`config.mk`:
```
export PLATFORM = sky130hd
export DESIGN_NAME = reg_scoreboard
export DESIGN_NICKNAME = d
export VERILOG_FILES = /design/src/rtl/reg_scoreboard_pkg.sv /design/src/rtl/reg_scoreboard_sb_counter.sv /design/src/rtl/reg_scoreboard.sv
export SDC_FILE = /design/constraint.sdc
export NUM_CORES = 1
export LEC_CHECK = 0
export ABC_AREA = 0
export BUFFER_PORTS_ARGS = -buffer_cell sky130_fd_sc_hd__buf_2
export CAP_MARGIN = 20
export CORE_MARGIN = 5
export CORE_UTILIZATION = 51
export DETAILED_ROUTE_END_ITERATION = 6
export PLACE_DENSITY = 0.71
export SYNTH_ARGS = -nofsm -noshare
export SYNTH_HDL_FRONTEND = slang
export SYNTH_SLANG_ARGS = --single-unit
```
`constraint.sdc`:
```
create_clock -name clk -period 2.85 [get_ports clk]
set_input_delay 0.57 -clock clk [delete_from_list [all_inputs] [get_ports clk]]
set_output_delay 0.57 -clock clk [all_outputs]
set_load 0.005 [all_outputs]
```
`src/rtl/reg_scoreboard_pkg.sv`:
```
// reg_scoreboard_pkg: shared sizing for the register scoreboard.
// W_RN matches the ISA register-number width (W_RD/W_RS).
// N_REG is derived from W_RN. W_CNT sets the maximum number of outstanding writes per register.
package reg_scoreboard_pkg;
    localparam int SB_W_RN   = 3;
    localparam int SB_N_REG  = 1 << SB_W_RN;
    localparam int SB_W_CNT  = 2;
endpackage

```
`src/rtl/reg_scoreboard_sb_counter.sv`:
```
// sb_counter: saturating up/down pending-write counter for one register.
// Ports:
//   clk, rst        rising-edge clock and async active-low reset
//   inc_i, dec_i    reserve / retire
//   clr_i           flush, wins over inc/dec
//   cnt_o           current count
//   zero_o, full_o  count flags
module sb_counter #(
    parameter int W = 2
) (
    input  logic         clk,
    input  logic         rst,
    input  logic         inc_i,
    input  logic         dec_i,
    input  logic         clr_i,
    output logic [W-1:0] cnt_o,
    output logic         zero_o,
    output logic         full_o
);
    logic [W-1:0] cnt_q, cnt_d;
    logic         up, dn;

    // Retiring at zero has no effect. An inc paired with it therefore still counts.
    always_comb begin
        up    = inc_i & ~(dec_i & ~zero_o) & ~full_o;
        dn    = dec_i & ~zero_o & ~inc_i;
        cnt_d = clr_i ? '0 : up ? cnt_q + W'(1) : dn ? cnt_q - W'(1) : cnt_q;
    end

    always_ff @(posedge clk or negedge rst) begin
        if (!rst) cnt_q <= '0;
        else      cnt_q <= cnt_d;
    end

    assign cnt_o  = cnt_q;
    assign zero_o = (cnt_q == '0);
    assign full_o = &cnt_q;
endmodule

```
`src/rtl/reg_scoreboard.sv`:
```
// reg_scoreboard: per-register pending-write tracking and hazard detection for ID.
// Ports:
//   clk, rst                                   clock and async active-low reset
//   issue_v_i/rd/rs/use_rs/use_rd/wb/go        ID instruction description
//   hazard_o                                   combinational stall request
//   reserve_o                                  reservation taken this cycle
//   wb_v_i, wb_num_i                           WB retirement
//   flush_i                                    clear all reservations
//   busy_o                                     any reservation outstanding
//   err_o                                      sticky retire-without-reservation flag
module reg_scoreboard
    import reg_scoreboard_pkg::*;
#(
    parameter int W_RN  = SB_W_RN,
    parameter int N_REG = SB_N_REG,
    parameter int W_CNT = SB_W_CNT
) (
    input  logic            clk,
    input  logic            rst,
    input  logic            issue_v_i,
    input  logic [W_RN-1:0] issue_rd_i,
    input  logic [W_RN-1:0] issue_rs_i,
    input  logic            issue_use_rs_i,
    input  logic            issue_use_rd_i,
    input  logic            issue_wb_i,
    input  logic            issue_go_i,
    output logic            hazard_o,
    output logic            reserve_o,
    input  logic            wb_v_i,
    input  logic [W_RN-1:0] wb_num_i,
    input  logic            flush_i,
    output logic            busy_o,
    output logic            err_o
);
    logic [W_CNT-1:0] cnt [N_REG];
    logic [N_REG-1:0] zero, full, inc, dec;
    logic             wb_rd, wb_rs, raw_rd, raw_rs, ovf;
    logic             err_q, err_d;

    genvar i;
    generate
        for (i = 0; i < N_REG; i++) begin : g_cnt
            assign inc[i] = reserve_o && (issue_rd_i == W_RN'(i));
            assign dec[i] = wb_v_i && (wb_num_i == W_RN'(i));
            sb_counter #(.W(W_CNT)) u_cnt (
                .clk    (clk),
                .rst    (rst),
                .inc_i  (inc[i]),
                .dec_i  (dec[i]),
                .clr_i  (flush_i),
                .cnt_o  (cnt[i]),
                .zero_o (zero[i]),
                .full_o (full[i])
            );
        end
    endgenerate

    // A retire of the last pending write is forwarded by the register file, so it is not a RAW.
    // A retire also frees a slot in a full counter in the same cycle.
    always_comb begin
        wb_rd     = wb_v_i && (wb_num_i == issue_rd_i);
        wb_rs     = wb_v_i && (wb_num_i == issue_rs_i);
        raw_rd    = issue_use_rd_i & ~zero[issue_rd_i] & ~(wb_rd & (cnt[issue_rd_i] == W_CNT'(1)));
        raw_rs    = issue_use_rs_i & ~zero[issue_rs_i] & ~(wb_rs & (cnt[issue_rs_i] == W_CNT'(1)));
        ovf       = issue_wb_i & full[issue_rd_i] & ~wb_rd;
        hazard_o  = issue_v_i & (raw_rd | raw_rs | ovf);
        reserve_o = issue_v_i & issue_go_i & issue_wb_i & ~hazard_o;
        err_d     = err_q | (wb_v_i & zero[wb_num_i] & ~inc[wb_num_i]);
    end

    always_ff @(posedge clk or negedge rst) begin
        if (!rst) err_q <= 1'b0;
        else      err_q <= err_d;
    end

    assign busy_o = ~&zero;
    assign err_o  = err_q;
endmodule

```
# After elaboration in Yosys (flattened, before gate mapping)
# Cells that the tools add are included.
dict set report totals {
  out_inout_bits 4
  input_bits 18
  ff_bits 17
  wordCells 224
}
dict set report classes {
  mux 40
  order_cmp 5
  reduce_logical 46
  eq_ne 18
  addsub 16
  bitwise 90
}
# cell count
set op_table {}
lappend op_table {{$mux 2} 28}
lappend op_table {{$and 1x1->1} 46}
lappend op_table {{$not 1->1} 39}
lappend op_table {{$eq 3x3->1 const B} 8}
lappend op_table {{$reduce_bool 3->1} 8}
lappend op_table {{$logic_and 1x1->1} 18}
lappend op_table {{$add 2x1->2 const B} 8}
lappend op_table {{$logic_not 2->1} 8}
lappend op_table {{$reduce_and 2->1} 8}
lappend op_table {{$sub 2x1->2 const B} 8}
lappend op_table {{$bmux 1 s3} 5}
lappend op_table {{$bmux 2 s3} 2}
lappend op_table {{$eq 3x2->1 const B} 4}
lappend op_table {{$lt 3x4->1 const B} 3}
lappend op_table {{$ge 4x4->1 const B} 2}
lappend op_table {{$not 3->4} 2}
lappend op_table {{$reduce_and 8->1} 1}
lappend op_table {{$eq 3x1->1 const B} 2}
lappend op_table {{$eq 3x3->1} 2}
lappend op_table {{$logic_not 3->1} 2}
lappend op_table {{$mux 1} 5}
lappend op_table {{$eq 2x1->1 const B} 2}
lappend op_table {{$or 1x1->1} 3}
lappend op_table {{$logic_not 1->1} 1}

# Depth between registers and ports, before layout
# Gate-level depths: netlist (run 1).
dict set report logic_depth {
  depth_word 19
  ltp_mapped 9
}

# Cells and area by module
# Synthesis (run 1) repeated with hierarchy kept, for this count alone.
dict set report unflattened {
  hier_cells 224
  area_unflattened_um2 1888.1
}
# module n_inst cells_per_inst area_per_inst_um2
set by_module_without_submodules {}
lappend by_module_without_submodules {sb_counter 8 15 123.9}
lappend by_module_without_submodules {reg_scoreboard 1 104 897.1}

# Worst setup path after synthesis (run 1)
# Ideal clock, no wire load.
dict set report synth_timing {
  kind {input port to output port}
  from {in issue_rs_i[0]}
  to {out hazard_o}
  slack_ns 0.240
  arrival_time_ns 2.040
  stages 7
  cell_sequence {buf_2 -> mux4_2 -> o211ai_1 -> o41ai_1 -> nor3_4 -> buf_6 -> nor2b_1}
}
dict set report synth_between {
  elab_chain_len 11
  elab_cells_between_ends 17
  classes_between {2 x eq/ne; 5 x mux; 9 x bitwise; 1 x reduce/logical}
}
# element line_no
set synth_rtl {}
lappend synth_rtl {{start: declaration} reg_scoreboard.sv:22} ;# input logic [W_RN-1:0] issue_rs_i,
lappend synth_rtl {{$not 3->4 (implied by the code)} reg_scoreboard.sv:64} ;# raw_rs = issue_use_rs_i & ~zero[issue_rs_i] & ~(wb_rs & (cnt[issue_rs_i] == W_CNT'(1)));
lappend synth_rtl {{$bmux 2 s3} reg_scoreboard.sv:64}
lappend synth_rtl {{$mux 2 (implied by the code) (2 in a row)} reg_scoreboard.sv:64}
lappend synth_rtl {{$eq 2x1->1} reg_scoreboard.sv:64}
lappend synth_rtl {{$and 1x1->1} reg_scoreboard.sv:64}
lappend synth_rtl {{$not 1->1} reg_scoreboard.sv:64}
lappend synth_rtl {{$and 1x1->1 *} reg_scoreboard.sv:64}
lappend synth_rtl {{$or 1x1->1 * (2 in a row)} reg_scoreboard.sv:66} ;# hazard_o = issue_v_i & (raw_rd | raw_rs | ovf);
lappend synth_rtl {{$and 1x1->1 *} reg_scoreboard.sv:66}
lappend synth_rtl {{end: declaration} reg_scoreboard.sv:27} ;# output logic hazard_o,
# Every way passes the cells marked *; elsewhere a longest branch is shown, timed or not. The select of a mux whose other input is x is not followed.

# Final worst setup path (run 1)
dict set report layout_timing {
  from {reg g_cnt[7].u_cnt.cnt_q[1]}
  to {out reserve_o}
}
dict set report layout_between {
  elab_chain_len 12
  elab_cells_between_ends 33
  classes_between {2 x eq/ne; 12 x mux; 17 x bitwise; 2 x reduce/logical}
}
# element line_no
set layout_rtl {}
lappend layout_rtl {{start: declaration} reg_scoreboard_sb_counter.sv:20} ;# logic [W-1:0] cnt_q, cnt_d;
lappend layout_rtl {{start signal: assignment} reg_scoreboard_sb_counter.sv:32} ;# else cnt_q <= cnt_d;
lappend layout_rtl {{$bmux 2 s3, on equally long branches} {reg_scoreboard.sv:63, reg_scoreboard.sv:64}}
lappend layout_rtl {{$mux 2, on equally long branches (2 in a row)} {reg_scoreboard.sv:63, reg_scoreboard.sv:64}}
lappend layout_rtl {{$eq 2x1->1, on equally long branches} {reg_scoreboard.sv:63, reg_scoreboard.sv:64}}
lappend layout_rtl {{$and 1x1->1, on equally long branches} {reg_scoreboard.sv:63, reg_scoreboard.sv:64}}
lappend layout_rtl {{$not 1->1, on equally long branches} {reg_scoreboard.sv:63, reg_scoreboard.sv:64}}
lappend layout_rtl {{$and 1x1->1, on equally long branches} {reg_scoreboard.sv:63, reg_scoreboard.sv:64}}
lappend layout_rtl {{$or 1x1->1} reg_scoreboard.sv:66}
lappend layout_rtl {{$or 1x1->1 *} reg_scoreboard.sv:66}
lappend layout_rtl {{$and 1x1->1 *} reg_scoreboard.sv:66}
lappend layout_rtl {{$not 1->1 *} reg_scoreboard.sv:67} ;# reserve_o = issue_v_i & issue_go_i & issue_wb_i & ~hazard_o;
lappend layout_rtl {{$and 1x1->1 *} reg_scoreboard.sv:67}
lappend layout_rtl {{end: declaration} reg_scoreboard.sv:28} ;# output logic reserve_o,
# Marked as above.

==> results of run 1 <==
-- placed cells by master (no fill, tap or decap), types with 4 or more instances in the layout --
cell type,count
o211ai_1,8
nor2b_1,9
mux4_2,6
nand2_1,13
nor3b_2,4
nand2b_1,9
inv_1,6
xor2_1,6
nor3_1,9
o21ai_0,13
buf_2,21
and3_1,10
nand3_1,10
dfrtp_2,6
dfrtp_1,11
nor3b_1,4
a21oi_1,17
and2_1,5
nand4_1,4
buf_4,15
nor2_1,17
-- per-stage QoR --
step | worst slack, ps | hold WS (ps) | utilization | area, um^2 | cells
after CTS | 11.5 | 194 | 0.587 | 1970 | 290
after global routing | -10.1 | 213 | 0.603 | 2030 | 294
after floorplan | 240 | 274 | - | 1770 | 222
after detailed placement | 84.9 | 533 | 0.575 | 1930 | 285
after global placement | 127 | 529 | 0.575 | 1930 | 285
final | 66.3 | 180 | 0.603 | 2030 | 294
-- power by group through the flow --
stage / Clock (W) / Combinational [W] / Sequential (W)
after floorplan: 0 / 0.0000973 / 0.000248
after CTS: 0.000148 / 0.000144 / 0.000245
final: 0.000146 / 0.000149 / 0.000245
after global placement: 0 / 0.000137 / 0.000249
after detailed placement: 0 / 0.000138 / 0.000249
after global routing: 0.000154 / 0.000161 / 0.000245
-- what timing repair did --
action,4_1_cts,5_1_grt
pin swaps,2,1
resized for setup,1,9
buffers inserted,1,4
endpoints found under the setup margin,2,2
hold buffers,0,0
hold endpoints to repair,0,0
-- critical path, stage by stage, from the launching register on --
cell and delay (ps):
dfrtp_1 430, nand2b_1 180, mux4_2 480, o22ai_2 200, a31oi_2 150, nor4_2 310
buf_2 170
-- cells by family after synthesis --
| family | count (synthesis) | synth area share |
|---|---|---|
| AO/OA/AOI/OAI | 59 | 0.214 |
| buffers and inverters | 21 | 0.0579 |
| XOR/XNOR | 9 | 0.0445 |
| flip-flops | 17 | 0.240 |
| AND/OR/NAND/NOR | 109 | 0.361 |
| multiplexers | 7 | 0.0826 |
-- flip-flops by register name (all words and copies together) (netlist names) --
name and cells:
g_cnt.u_cnt.cnt_o 16, err_o 1
-- metal layers --
| metal | part of all wire | global-route usage | up-vias |
|---|---|---|---|
| li1 | - | - | 884 |
| met1 | 0.44 | 0.341 | 859 |
| met2 | 0.44 | 0.352 | 98 |
| met3 | 0.10 | 0.0259 | 8 |
| met4 | 0.014 | 0.0584 | 0 |
| met5 | 0 | 0 | - |
-- worst min-delay path by stage --
stage,end,from,depth (start not counted),slack [ps]
finish,g_cnt[7].u_cnt.cnt_o[0],rst,1,180
global route,g_cnt[7].u_cnt.cnt_o[1],rst,1,210
detailed placement,g_cnt[7].u_cnt.cnt_o[0],rst,1,530
CTS,g_cnt[7].u_cnt.cnt_o[1],rst,1,190
global placement,g_cnt[7].u_cnt.cnt_o[0],rst,1,530
floorplan,err_o,rst,0,270
-- final cells by class --
class / instances / share of cell area
well taps: 46 / 0.0284
flip-flops and latches: 17 / 0.213
repair buffers: 36 / 0.107
clock buffers: 4 / 0.0130
inverters: 7 / 0.0130
multi-input cells: 184 / 0.625
==> impl_metrics.py, run 1 <==
metrics = {
    "run_status": {
        "status": "finished clean",
    },
    "critical_path": {
        "crit_path_end_kind": "primary output",
        "r2r_start": "g_cnt[7].u_cnt.cnt_o[1]",
        "worstSetupPathType": "flip-flop to primary output",
        "crit_required_ps": 2280,
        "start_kind": "flip-flop",
        "endpoint": "reserve_o",
        "reg2reg_depth": 9,
        "r2r_slack_ps": 300,
        "cp.arrival_ps": 2210,
        "r2r-end": "g_cnt[7].u_cnt.cnt_o[1]",
        "setup.worst_path.start": "g_cnt[7].u_cnt.cnt_o[1]",
        "cp_max_fo": 4,
    },
    "timing": {
        "setup_viol": 0,
        "final.min_clock_period_ps": 2780,
        "maxSlewHeadroom": 0.531,
        "timing.fmax_mhz": 359,
        "tightest_slew_ps": 694,
        "final.setup_skew_ps": 4.32,
        "fin_tns_setup_ps": 0,
        "hold_viol": 0,
        "post-route-period-util": 0.977,
        "slew_viol_final": 0,
    },
    "place": {
        "place_hpwl_mm": 3.78,
        "portBuffers": 21,
        "gp_congestion": 1.01,
    },
    "synthesis": {
        "yosysWarnings": 0,
        "synth_edf_count": 0,
        "synth_nets": 240,
        "postSynthAreaPerCell_um2": 7.98,
        "yosysUniqueCellTypes": 47,
        "syn_inst": 222,
        "ys_top_cells_by_count": "17 x a21oi_1, 17 x dfrtp_1, 17 x nor2_1",
        "ys_ff_latch": 17,
        "ys_seq_area_frac": 0.240,
        "synth_top_area_cell": "dfrtp_1",
        "async_reset_ff_frac": 1.00,
        "synth.top_cell.area_share": 0.240,
        "synthesis.area_um2": 1770,
        "synth_ff_type": "dfrtp_1",
        "synthTopCellsByArea": "dfrtp_1 24%, mux4_2 7.6%, a21oi_1 4.8%, o21ai_0 3.7%, nor2_1 3.6%",
    },
    "power": {
        "seqPwrFrac": 0.454,
        "clkPwrFrac": 0.271,
        "powerDensity_nw_per_um2": 266,
        "total_power_w": 0.000539,
        "combPwrFrac": 0.275,
        "leakage_nw": 0.804,
        "power.internal_w": 0.000352,
        "switching_share": 0.348,
        "p_sw_w": 0.000188,
        "vdd_drop_max_mv": 0.153,
    },
    "layout": {
        "seqCellArea_um2": 433,
        "fillers": 340,
        "area_delta_synth_final_pct": 14.5,
        "diodes": 0,
        "fin_nets": 267,
        "multi_input_area_um2": 1270,
        "drive_above_1_share": 0.266,
    },
    "global_routing": {
        "grt_pass1_vias": 1559,
        "grtUsageTotal": 0.229,
        "grt_overflow": 0,
        "grt_max_degree": 23,
        "antenna_found_initial": 0,
        "grt_pass1_wl_mm": 7.90,
    },
    "clock_network": {
        "root_buffer": "clkbuf_4",
        "clk_pin_slew_ps": 120,
        "clkLatencyLatePin_ps": 310,
        "cts_tree": "yes",
        "htreeDepth": 1,
        "clockBufferDepth": 2,
        "cts.sinks": 17,
        "cts_buffers": 3,
    },
    "die": {
        "std_cell_rows": 21,
        "die-area_um2": 4750,
        "die_h_um": 68.9,
        "core_um2": 3360,
        "start_util": 0.527,
        "die_w_um": 68.9,
        "io_pins": 22,
    },
    "routing": {
        "ant_nets": 0,
        "vias": 1849,
        "wirelength_mm": 5.16,
        "dr.first_iter.drc_count": 185,
        "first_pass_iters": 5,
        "drc": 0,
        "viasPerCell": 6.29,
        "wl_per_cell_um": 17.6,
    },
    "worst_hold_path": {
        "min_path_type": "primary input to async pin",
    },
    "job": {
        "maxCapViolCount": 0,
    },
}
(Power assumes the default switching activity.)
==> run 2, diff against run 1 <==
--- a/config.mk
+++ b/config.mk
@@ -11,7 +11,9 @@
 export CORE_MARGIN = 5
 export CORE_UTILIZATION = 51
 export DETAILED_ROUTE_END_ITERATION = 6
+export MAX_ROUTING_LAYER = met4
 export PLACE_DENSITY = 0.71
+export RECOVER_POWER = 50
 export SYNTH_ARGS = -nofsm -noshare
 export SYNTH_HDL_FRONTEND = slang
 export SYNTH_SLANG_ARGS = --single-unit
==> run 2 against run 1 <==
Compared with the run above: via count increased by 3.5%; hold slack better by 220 ps; final cell count rose by 1.0%; global-route usage increased by 1.1 points; clock skew fell by 1.4 ps; critical endpoint unchanged.
==> impl_metrics.py, run 2 (synthesis gave the netlist of run 1 again) <==
metrics = {
    "routing": {
        "drc": 0,
        "wl_met3_um": 500,
        "wl_met1_mm": 2.38,
        "ant_nets": 0,
        "dr.first_iter.drc_count": 273,
        "wl_met2_mm": 2.26,
        "viasPerCell": 6.44,
        "wl_per_cell_um": 17.6,
        "first_pass_iters": 5,
        "maxUsedRoutingLayer": "met4",
        "vias": 1913,
        "wirelength_mm": 5.22,
    },
    "global_routing": {
        "grt_pass1_wl_mm": 8.13,
        "grtUsageTotal": 0.241,
        "grt_pass1_vias": 1617,
        "antenna_found_initial": 0,
        "grt_max_degree": 23,
        "grt_overflow": 0,
    },
    "critical_path": {
        "cp.arrival_ps": 2230,
        "slowest_stage": "mux4_2",
        "slowest_delay_ps": 480,
        "cp_max_fo": 5,
        "start_kind": "flip-flop",
        "path_cells": "nand2b_1 > mux4_2 > o22ai_1 > a31oi_2 > nor4_2 > buf_2",
        "crit_required_ps": 2280,
        "crit_path_end_kind": "primary output",
        "worstSetupPathType": "flip-flop to primary output",
    },
    "clock_network": {
        "cts_buffers": 3,
        "clk_pin_slew_ps": 110,
        "clkLatencyLatePin_ps": 300,
        "clockBufferDepth": 2,
        "htreeDepth": 1,
        "cts.sinks": 17,
        "root_buffer": "clkbuf_4",
        "cts_hold_buf": 0,
        "cts_tree": "yes",
    },
    "layout": {
        "fillers": 324,
        "multi_input_area_um2": 1270,
        "drive_above_1_share": 0.279,
        "final_util": 0.612,
        "seqCellArea_um2": 435,
        "largest_reg_flops": 16,
        "final_common_cell": "buf_2",
        "diodes": 0,
        "fin_nets": 270,
        "final_cell_mix": "19 x buf_2, 18 x buf_4, 17 x nor2_1, 17 x a21oi_1",
        "area_delta_synth_final_pct": 16.1,
    },
    "die": {
        "die-area_um2": 4750,
        "io_pins": 22,
        "core_um2": 3360,
        "die_h_um": 68.9,
        "die_w_um": 68.9,
        "start_util": 0.527,
        "std_cell_rows": 21,
    },
    "job": {
        "maxCapViolCount": 0,
    },
    "power": {
        "total_power_w": 0.000533,
        "powerDensity_nw_per_um2": 259,
        "vdd_drop_max_mv": 0.160,
        "leakage_nw": 0.818,
    },
    "worst_hold_path": {
        "min_path_type": "primary input to async pin",
    },
    "timing": {
        "maxSlewHeadroom": 0.346,
        "post-route-period-util": 0.982,
        "final.min_clock_period_ps": 2800,
        "hold_viol": 0,
        "final.setup_skew_ps": 2.92,
        "slew_viol_final": 0,
        "tightest_slew_ps": 981,
        "setup_viol": 0,
        "timing.fmax_mhz": 357,
    },
    "place": {
        "place_hpwl_mm": 3.76,
        "gp_congestion": 1.04,
        "portBuffers": 21,
    },
    "run_status": {
        "status": "finished clean",
    },
}
run 2: changes by cell type in the layout (fill, tap and decap cells not counted):
cell	delta
buf_4	+3
clkbuf_1	+2
nor3_2	+1
o22ai_1	+1
dfrtp_1	-2
dfrtp_2	+2
buf_2	-2
nor3_1	-1
o41ai_2	+1
o41ai_1	-1
o22ai_2	-1
run 2: final timing paths:
check                                         from                      end  slack, ps  cells past startpoint
min reg2reg                g_cnt[0].u_cnt.cnt_o[1]  g_cnt[0].u_cnt.cnt_o[1]        620                      2
min                                            rst  g_cnt[0].u_cnt.cnt_o[0]        400                      1
min in group clk           g_cnt[0].u_cnt.cnt_o[1]  g_cnt[0].u_cnt.cnt_o[1]        620                      2
max                        g_cnt[0].u_cnt.cnt_o[1]                reserve_o         50                      6
max in group asynchronous                      rst  g_cnt[6].u_cnt.cnt_o[1]       1800                      1
max reg2reg                g_cnt[0].u_cnt.cnt_o[1]  g_cnt[7].u_cnt.cnt_o[1]        300                      9
run 2: power by group:
group	leakage (nW)	switching, W	total [W]	internal (W)
sequential	0.219	0.00000234	0.000245	0.000242
clock	0.0150	0.0000833	0.000138	0.0000546
combinational	0.584	0.0000948	0.000150	0.0000551
run 2: critical path, delay by kind of cell (launching register included):
kind,cells,cell delay [ps]
simple gates,2,520
mux,1,480
flops,1,430
compound gates,2,340
buf+inv,1,170
run 2: final cells by class:
class	count	area share
flip-flops and latches	17	0.212
repair buffers	39	0.116
inverters	7	0.0128
multi-input cells	184	0.619
clock buffers	4	0.0128
well taps	46	0.0280
run 2: timing repair:
item,in CTS,in global routing
cloned,0,0
setup buffers,1,7
endpoints found under the setup margin,2,2
gates resized for setup,1,12
pin swaps,2,1
hold endpoints to repair,0,0
run 2: routing by layer:
metal / GRT usage / up-vias
li1: - / 884
met1: 0.355 / 902
met2: 0.343 / 114
met3: 0.0308 / 13
met4: 0.0681 / 0
met5: - / -
run 2: per-stage QoR:
| step | hold slack [ps] | worst slack, ps | area [um^2] | TNS [ps] | cells |
|---|---|---|---|---|---|
| floorplan | 274 | 240 | 1770 | 0 | 222 |
| global placement | 527 | 122 | 1930 | 0 | 285 |
| finish | 395 | 51.8 | 2060 | 0 | 297 |
| CTS | 191 | 13.5 | 1970 | 0 | 290 |
| global route | 500 | -29.2 | 2060 | -46.8 | 297 |
| detailed placement | 526 | 103 | 1930 | 0 | 285 |
==> run 3, diff against run 2 <==
--- a/config.mk
+++ b/config.mk
@@ -9,10 +9,11 @@
 export BUFFER_PORTS_ARGS = -buffer_cell sky130_fd_sc_hd__buf_2
 export CAP_MARGIN = 20
 export CORE_MARGIN = 5
-export CORE_UTILIZATION = 51
+export CORE_UTILIZATION = 58
 export DETAILED_ROUTE_END_ITERATION = 6
+export GPL_TIMING_DRIVEN = 0
 export MAX_ROUTING_LAYER = met4
-export PLACE_DENSITY = 0.71
+export PLACE_DENSITY = 0.8
 export RECOVER_POWER = 50
 export SYNTH_ARGS = -nofsm -noshare
 export SYNTH_HDL_FRONTEND = slang
==> run 3 against run 2 <==
Compared with the run above: the run now ends with negative setup slack left; first-iteration DRC count fell by 7.3%; combinational power increased by 11%; power is 3.8% higher; setup slack lost 69 ps.
==> impl_metrics.py, run 3 (synthesis gave the netlist of run 1 again) <==
metrics = {
    "routing": {
        "first_pass_iters": 5,
        "vias": 1922,
        "wirelength_mm": 5.34,
        "ant_nets": 0,
        "drc": 0,
        "wl_per_cell_um": 18.8,
        "dr.first_iter.drc_count": 253,
        "viasPerCell": 6.77,
    },
    "clock_network": {
        "cts_buffers": 3,
        "clockBufferDepth": 2,
        "clk_pin_slew_ps": 120,
        "cts_hold_buf": 0,
        "root_buffer": "clkbuf_4",
        "htreeDepth": 1,
        "cts_tree": "yes",
        "clkLatencyLatePin_ps": 300,
        "cts.sinks": 17,
    },
    "layout": {
        "seqCellArea_um2": 427,
        "fin_nets": 270,
        "diodes": 0,
        "final_cell_mix": "20 x buf_2, 17 x nor2_1, 17 x a21oi_1",
        "largest_reg_flops": 16,
        "drive_above_1_share": 0.251,
        "stdcell_area_um2": 2030,
        "final_common_cell": "buf_2",
        "fin_cells": 284,
        "multi_input_area_um2": 1280,
        "area_delta_synth_final_pct": 14.8,
        "fillers": 281,
    },
    "critical_path": {
        "crit_required_ps": 2280,
        "r2r_start": "g_cnt[5].u_cnt.cnt_o[1]",
        "worstSetupPathType": "flip-flop to primary output",
        "start_kind": "flip-flop",
        "cp_max_fo": 2,
        "crit_path_end_kind": "primary output",
        "setup.worst_path.start": "g_cnt[5].u_cnt.cnt_o[1]",
        "cp.arrival_ps": 2300,
    },
    "timing": {
        "setup_viol": 1,
        "rsz0062_at_grt": "yes",
        "final.min_clock_period_ps": 2870,
        "fin_tns_setup_ps": -17.1,
        "final.setup_skew_ps": 4.90,
        "hold_viol": 0,
        "fin_ws_ps": -17.1,
        "timing.fmax_mhz": 349,
        "post-route-period-util": 1.01,
        "tightest_slew_ps": 987,
        "slew_viol_final": 0,
        "maxSlewHeadroom": 0.342,
    },
    "power": {
        "p_sw_w": 0.000195,
        "total_power_w": 0.000553,
        "vdd_drop_max_mv": 0.259,
        "clkPwrFrac": 0.257,
        "leakage_nw": 0.828,
        "combPwrFrac": 0.301,
        "seqPwrFrac": 0.442,
        "switching_share": 0.354,
        "power.internal_w": 0.000357,
        "powerDensity_nw_per_um2": 272,
    },
    "global_routing": {
        "grt_max_degree": 18,
        "grt_overflow": 0,
        "grt_pass1_wl_mm": 8.68,
        "grt_pass1_vias": 1785,
        "grtUsageTotal": 0.269,
        "antenna_found_initial": 0,
    },
    "die": {
        "die_h_um": 65.3,
        "start_util": 0.590,
        "core_um2": 3000,
        "die_w_um": 65.3,
        "die-area_um2": 4260,
        "io_pins": 22,
        "std_cell_rows": 20,
    },
    "place": {
        "gp_congestion": 0.993,
        "place_hpwl_mm": 3.82,
        "postPlaceCellArea_um2": 1890,
        "post-place-cells": 271,
        "portBuffers": 16,
    },
    "run_status": {
        "violations": "negative setup slack",
        "status": "complete, but fails checks",
    },
    "worst_hold_path": {
        "min_path_type": "primary input to async pin",
    },
    "job": {
        "maxCapViolCount": 0,
    },
}
[run 3: cell type report]
class / instances / area share
timing repair buffer: 25 / 0.0720
multi-input combinational: 184 / 0.631
tap: 33 / 0.0203
inverter: 7 / 0.0129
buffer: 14 / 0.0406
clock buffer: 3 / 0.0111
clock inverter: 1 / 0.00246
sequential: 17 / 0.210
[run 3: worst max-delay path, stage by stage, from the launching register on]
cell,delay [ps]
dfrtp_1,410
nand2b_1,180
mux4_2,490
o22ai_2,200
a31oi_4,130
nor3_4,280
buf_6,140
nor2b_1,30
buf_2,120
[run 3: worst paths after layout]
check                                          endpoint  slack [ps]  depth (start not counted)
worst min-delay path            g_cnt[7].u_cnt.cnt_o[0]         390                          1
worst min register to register                    err_o         620                          2
worst max-delay path                           hazard_o         -20                          8
max in group asynchronous       g_cnt[5].u_cnt.cnt_o[0]        1810                          1
min in group clk                                  err_o         620                          2
worst max register to register  g_cnt[7].u_cnt.cnt_o[0]         410                          9
[run 3: through the flow]
step            util  setup WS [ps]  hold slack, ps
2_1_floorplan      -            240             274
3_3_place_gp   0.630           -250             523
3_5_place_dp   0.630           -229             529
4_1_cts        0.677           5.10             199
5_1_grt        0.678           -107             487
6_report       0.678          -17.1             388
[run 3: what timing repair did]
item,CTS,global route
pin swaps,3,0
buffers inserted,9,0
resized for setup,10,1
setup endpoints to repair,2,2
gates cloned,0,0
[run 3: layer usage]
metal | vias up | global-route usage | share of wire
met4 | 0 | 0.0855 | 0.020
met3 | 13 | 0.0274 | 0.073
met2 | 108 | 0.416 | 0.46
li1 | 889 | - | -
met5 | - | - | 0
met1 | 912 | 0.370 | 0.45
[run 3: power by group through the flow]
stage	Clock (W)	Sequential (W)	Combinational [W]
after floorplan	0	0.000248	0.0000973
after global placement	0	0.000249	0.000147
after detailed placement	0	0.000249	0.000148
after CTS	0.000141	0.000244	0.000164
after global routing	0.000156	0.000244	0.000179
final	0.000142	0.000244	0.000166
